--- src/rtl/uint_to_oh_queue.sv ---
// Binary index to one-hot decoder behind a 2-entry ready/valid buffer.
// Tracks a saturating count of good decodes delivered downstream.
module uint_to_oh_queue #(
  parameter int N     = 4,
  parameter int CNT_W = 16
) (
  input  logic                 clk,
  input  logic                 reset,
  input  logic                 io_in_valid,
  output logic                 io_in_ready,
  input  logic [$clog2(N)-1:0] io_in_bits,
  output logic                 io_out_valid,
  input  logic                 io_out_ready,
  output logic [N-1:0]         io_out_bits,
  output logic                 io_out_err,
  output logic [CNT_W-1:0]     io_count
);

  localparam int W = $clog2(N);
  localparam logic [CNT_W-1:0] CNT_MAX = {CNT_W{1'b1}};
  localparam logic [CNT_W-1:0] CNT_ONE = {{(CNT_W-1){1'b0}}, 1'b1};

  // Entry layout: bit N is the out-of-range flag, bits N-1:0 the one-hot decode.
  function automatic logic [N:0] decode(input logic [W-1:0] idx);
    logic [N:0] r;
    r = '0;
    for (int i = 0; i < N; i++) begin
      r[i] = (int'(idx) == i);
    end
    r[N] = (int'(idx) >= N);
    return r;
  endfunction

  logic             v0_r, v1_r;
  logic [N:0]       head_r, tail_r;
  logic [CNT_W-1:0] count_r;

  logic             v0_s, v1_s;
  logic [N:0]       head_s, tail_s, new_s;
  logic [CNT_W-1:0] count_s;
  logic             enq_s, deq_s;

  assign enq_s = io_in_valid & ~v1_r;
  assign deq_s = v0_r & io_out_ready;
  assign new_s = decode(io_in_bits);

  // Next-state for the buffer slots and the delivered counter.
  always_comb begin
    v0_s    = v0_r;
    v1_s    = v1_r;
    head_s  = head_r;
    tail_s  = tail_r;
    count_s = count_r;
    case ({enq_s, deq_s})
      2'b10: begin
        if (!v0_r) begin
          head_s = new_s;
          v0_s   = 1'b1;
        end else begin
          tail_s = new_s;
          v1_s   = 1'b1;
        end
      end
      2'b01: begin
        // Empty tail slot is kept zero, so the head clears when nothing follows.
        head_s = tail_r;
        v0_s   = v1_r;
        tail_s = '0;
        v1_s   = 1'b0;
      end
      2'b11: begin
        head_s = new_s;
      end
      default: begin
        head_s = head_r;
      end
    endcase
    if (deq_s && !head_r[N] && (count_r != CNT_MAX)) begin
      count_s = count_r + CNT_ONE;
    end else begin
      count_s = count_r;
    end
  end

  // State registers, cleared asynchronously.
  always_ff @(posedge clk or negedge reset) begin
    if (!reset) begin
      v0_r    <= 1'b0;
      v1_r    <= 1'b0;
      head_r  <= '0;
      tail_r  <= '0;
      count_r <= '0;
    end else begin
      v0_r    <= v0_s;
      v1_r    <= v1_s;
      head_r  <= head_s;
      tail_r  <= tail_s;
      count_r <= count_s;
    end
  end

  assign io_in_ready  = ~v1_r;
  assign io_out_valid = v0_r;
  assign io_out_bits  = head_r[N-1:0] & {N{v0_r}};
  assign io_out_err   = head_r[N] & v0_r;
  assign io_count     = count_r;

endmodule

--- config.mk ---
export PLATFORM = sky130hd
export DESIGN_NAME = uint_to_oh_queue
export DESIGN_NICKNAME = d
export VERILOG_FILES = /design/src/rtl/uint_to_oh_queue.sv
export SDC_FILE = /design/constraint.sdc
export NUM_CORES = 1
export LEC_CHECK = 0
export CELL_PAD_IN_SITES_DETAIL_PLACEMENT = 1
export CELL_PAD_IN_SITES_GLOBAL_PLACEMENT = 2
export CORE_MARGIN = 2
export CORE_UTILIZATION = 33
export DETAILED_ROUTE_END_ITERATION = 10
export GPL_ROUTABILITY_DRIVEN = 0
export PLACE_DENSITY_LB_ADDON = 0.08
export SKIP_CTS_REPAIR_TIMING = 1
export SLEW_MARGIN = 5
export SYNTH_ARGS = -nofsm -noshare
export SYNTH_HDL_FRONTEND = slang
export SYNTH_SLANG_ARGS = --single-unit
export TNS_END_PERCENT = 5
--- constraint.sdc ---
create_clock -name clk -period 3.14 [get_ports clk]
set_input_delay 0.942 -clock clk [delete_from_list [all_inputs] [get_ports clk]]
set_output_delay 0.942 -clock clk [all_outputs]
set_load 0.05 [all_outputs]
==> results.md <==
* Status: complete, no violations
* Largest family of logic cells by synthesized area: simple AND/OR/NAND/NOR gates
* Slew @ Worst Pin at 0.501 ns
* H-tree levels at 1
* M1 WL at between 1000 and 1500 um
* Post-synthesis adder-cell area fraction at under 10%
* DR pass1 iterations at 4
* Async S/R FF share, synth at between 90% and 100%
* CP Max Fanout at 9
* Clk sinks at 26
* GRT Residual Overflow at 0
* Share of cells above drive strength 1 at around a tenth
* Post-Syn Area at between 1000 and 1500 um2
* Post-DR wirelength/cell at approximately 14 um
* Sequential area share after synthesis at between 40% and 50%
* Peak VDD IR at about 460 uV
* Die Ht at 68.8 um
* Area growth syn-to-layout at 28.3%
* Yosys Warn Count at 0
* Worst setup EP type: primary output
* FF+latch count, synth at 26
* Final setup fails at 0
* Tmin final at between 2 and 3 ns
* # Max-Cap Violations at 0
* Cell accounting for the most synthesized area: dfrtp_1
* EDFF count, synth at 0
* Crit-path slowest cell: clkdlybuf4s50_1
* Mux cell area share after synthesis at between 2 and 2.5%
* Most numerous cell in the Yosys netlist: dfrtp_1
* Fin nets at 181
* Pre-CTS setup slack at between 0.3 and 0.4 ns
* Final hold violations at 0
* Worst EP arrival at roughly 1.8 ns
* Crit path largest cell delay at ~0.80 ns
* Io pins at 29
* Max Clk Rate at 372 MHz
* Min-delay src: head_r[0]$_DFFE_PN0P_
* Synth top cells by count: dfrtp_1 (26), nand2_1 (17), xor2_1 (12)
* Detail Route Antenna Nets at 0
* Avg Inst Size Synth at between 9 and 10 um2
* HP Class: register to register
* Synth Instances at 140
* Unrepaired setup endpoints after global routing: false
* Vias per cell at ~5.0
* IO Port Bufs at 27
* First-pass GRT wire length at around 5500 um
* Met3 routed wirelength at around 110 um
* Cts bufs inserted at 3
* PwrDens at just over 800 nW/um2
* DRT iter0 DRCs at 67
* Complex-gate fraction of the synthesized area at ~7.6%
* Starting Density at 34.3%
* Buf+Inv Stages, Crit Path at 1
* Final Cycle Share at about 86%
* Root Driver: clkbuf_8
* Clock slew at the register clock pins of the worst setup and hold paths at 0.09 ns
* Synth Area in XOR/XNOR at about 8.2%
* Worst EP required at ~2.2 ns
* Slew HR at between 60% and 70%
* Top cells by area, synth: dfrtp_1 (47%), xor2_1 (7.6%), nand2_1 (4.6%), a21oi_1 (4.0%), nor3_1 (3.6%)
* Die ar. at approximately 4700 um2
* Startpoint types: register
* Post-synth top flop: dfrtp_1
* Simple-Gate Fraction of Synth Area at between 20% and 30%
* Die span in x at between 60 and 70 um
* DR WL met2 at 1710 um
* Critical R2R Launch: io_out_valid$_DFFE_PN0P_
* Core box area at between 4000 and 5000 um2
* Largest net degree at the start of global routing at 27
* CP Cell Sequence: and2_1 > clkdlybuf4s50_1
* Layout Skew at around 0.0051 ns
* Critical path class: register to primary output
* Tot GR Track Use at between 15 and 20%
* Initial antenna violation count at 0
* Final slew viol count at 0
* Final WL at ~3200 um
* Ant diodes at 0
* Post-synth top area share at between 40 and 50%
* Final TNS setup at 0 ns
* CTS tree: yes
* Net Count, Synth at between 100 and 150
* Critical path's top delay family: buffers and inverters
* Fin worst setup slack at between 0.4 and 0.5 ns
* Std-Cell Rows at 23
* Via count at about 1100
* Leak at around 0.80 nW
* CTS Buffer Depth at 2
* Vias in the first global route at approximately 1200
* Worst skew pair latency at 0.27 ns
* CP Launch Point: io_out_valid$_DFFE_PN0P_
* Max Used Layer: met4
* Residual DRC at 0
* Synth cell types at 30
* Final HPWL DP at about 2400 um
==> cells in the final DEF, fill, tap and decap left out <==
master            n
conb_1            1
or4_4             1
nand4_4           2
nor3b_1           4
nor4_1            3
mux2_2            2
nand3_1           5
xnor2_1           1
xor2_1           12
nor2_2            1
nor4_4            1
or4_1             1
nor4b_1           2
nor2_1            6
nor3_1           10
buf_4             2
nand2_2           1
and4_2            1
and2_1            4
clkdlybuf4s50_1  27
nand2_1          17
mux2_1            1
inv_1             7
clkbuf_8          4
a21oi_1          11
nand4_1           3
o21ai_0          10
dfrtp_1          26
ha_1              3
nor4_2            1
nand4_2           1
==> layer usage <==
metal	vias up	global-route usage [%]
met5	-	0
met4	0	5.15
met3	5	2.44
met2	20	29.3
met1	534	17.7
li1	551	-
==> per-stage QoR <==
stage / cell area (um2) / total power, mW / hold WS [ns] / cells / util (%)
3_5_place_dp: 1720 / 1.23 / 0.467 / 217 / 42.7
3_3_place_gp: 1720 / 1.21 / 0.464 / 217 / 42.7
4_1_cts: 1780 / 1.46 / 0.488 / 221 / 44.1
6_report: 1780 / 1.43 / 0.483 / 221 / 44.1
2_1_floorplan: 1380 / 0.982 / 0.442 / 140 / -
5_1_grt: 1780 / 1.53 / 0.528 / 221 / 44.1
==> state kept, by name (all words and copies together), names as in the netlist <==
signal	count
io_out_valid	1
v1_r	1
tail_r	4
io_count	16
head_r	4
==> logic make-up (layout without fill, tap and decap cells) <==
kind of cell	count (synthesis)	in the layout
flops	26	26
xor+xnor	13	13
mux	3	3
other cells	1	1
fa+ha+maj	3	3
compound gates	21	21
simple gates	64	64
buf+inv	9	40
==> cell type report <==
class / instances / area [um2]
fillers: 467 / 2250
multi-input cells: 105 / 696
flip-flops and latches: 26 / 651
repair buffers: 29 / 285
well taps: 50 / 62.6
clock buffers: 4 / 55.1
inverters: 7 / 26.3
==> power by group <==
part / internal (mW) / switching (mW)
Combinational: 0.230 / 0.447
Sequential: 0.420 / 0.116
Clock: 0.112 / 0.109
Total: 0.762 / 0.672
==> worst paths after layout <==
kind,to,slack [ns],cells after the start
max in group asynchronous,head_r[3]$_DFFE_PN0P_,1.84,2
worst max register to register,head_r[3]$_DFFE_PN0P_,1.25,5
min in group asynchronous,io_count[8]$_DFFE_PN0P_,1.04,2
worst min-delay path,head_r[0]$_DFFE_PN0P_,0.48,2
worst max-delay path,io_out_bits[3],0.45,2
worst min register to register,head_r[0]$_DFFE_PN0P_,0.48,2
==> tightest hold or removal path: stages (launching register included) <==
cell     delay [ns]
dfrtp_1        0.35
nand2_1        0.04
o21ai_0        0.06
No activity file was read; power rests on OpenSTA's default activity.
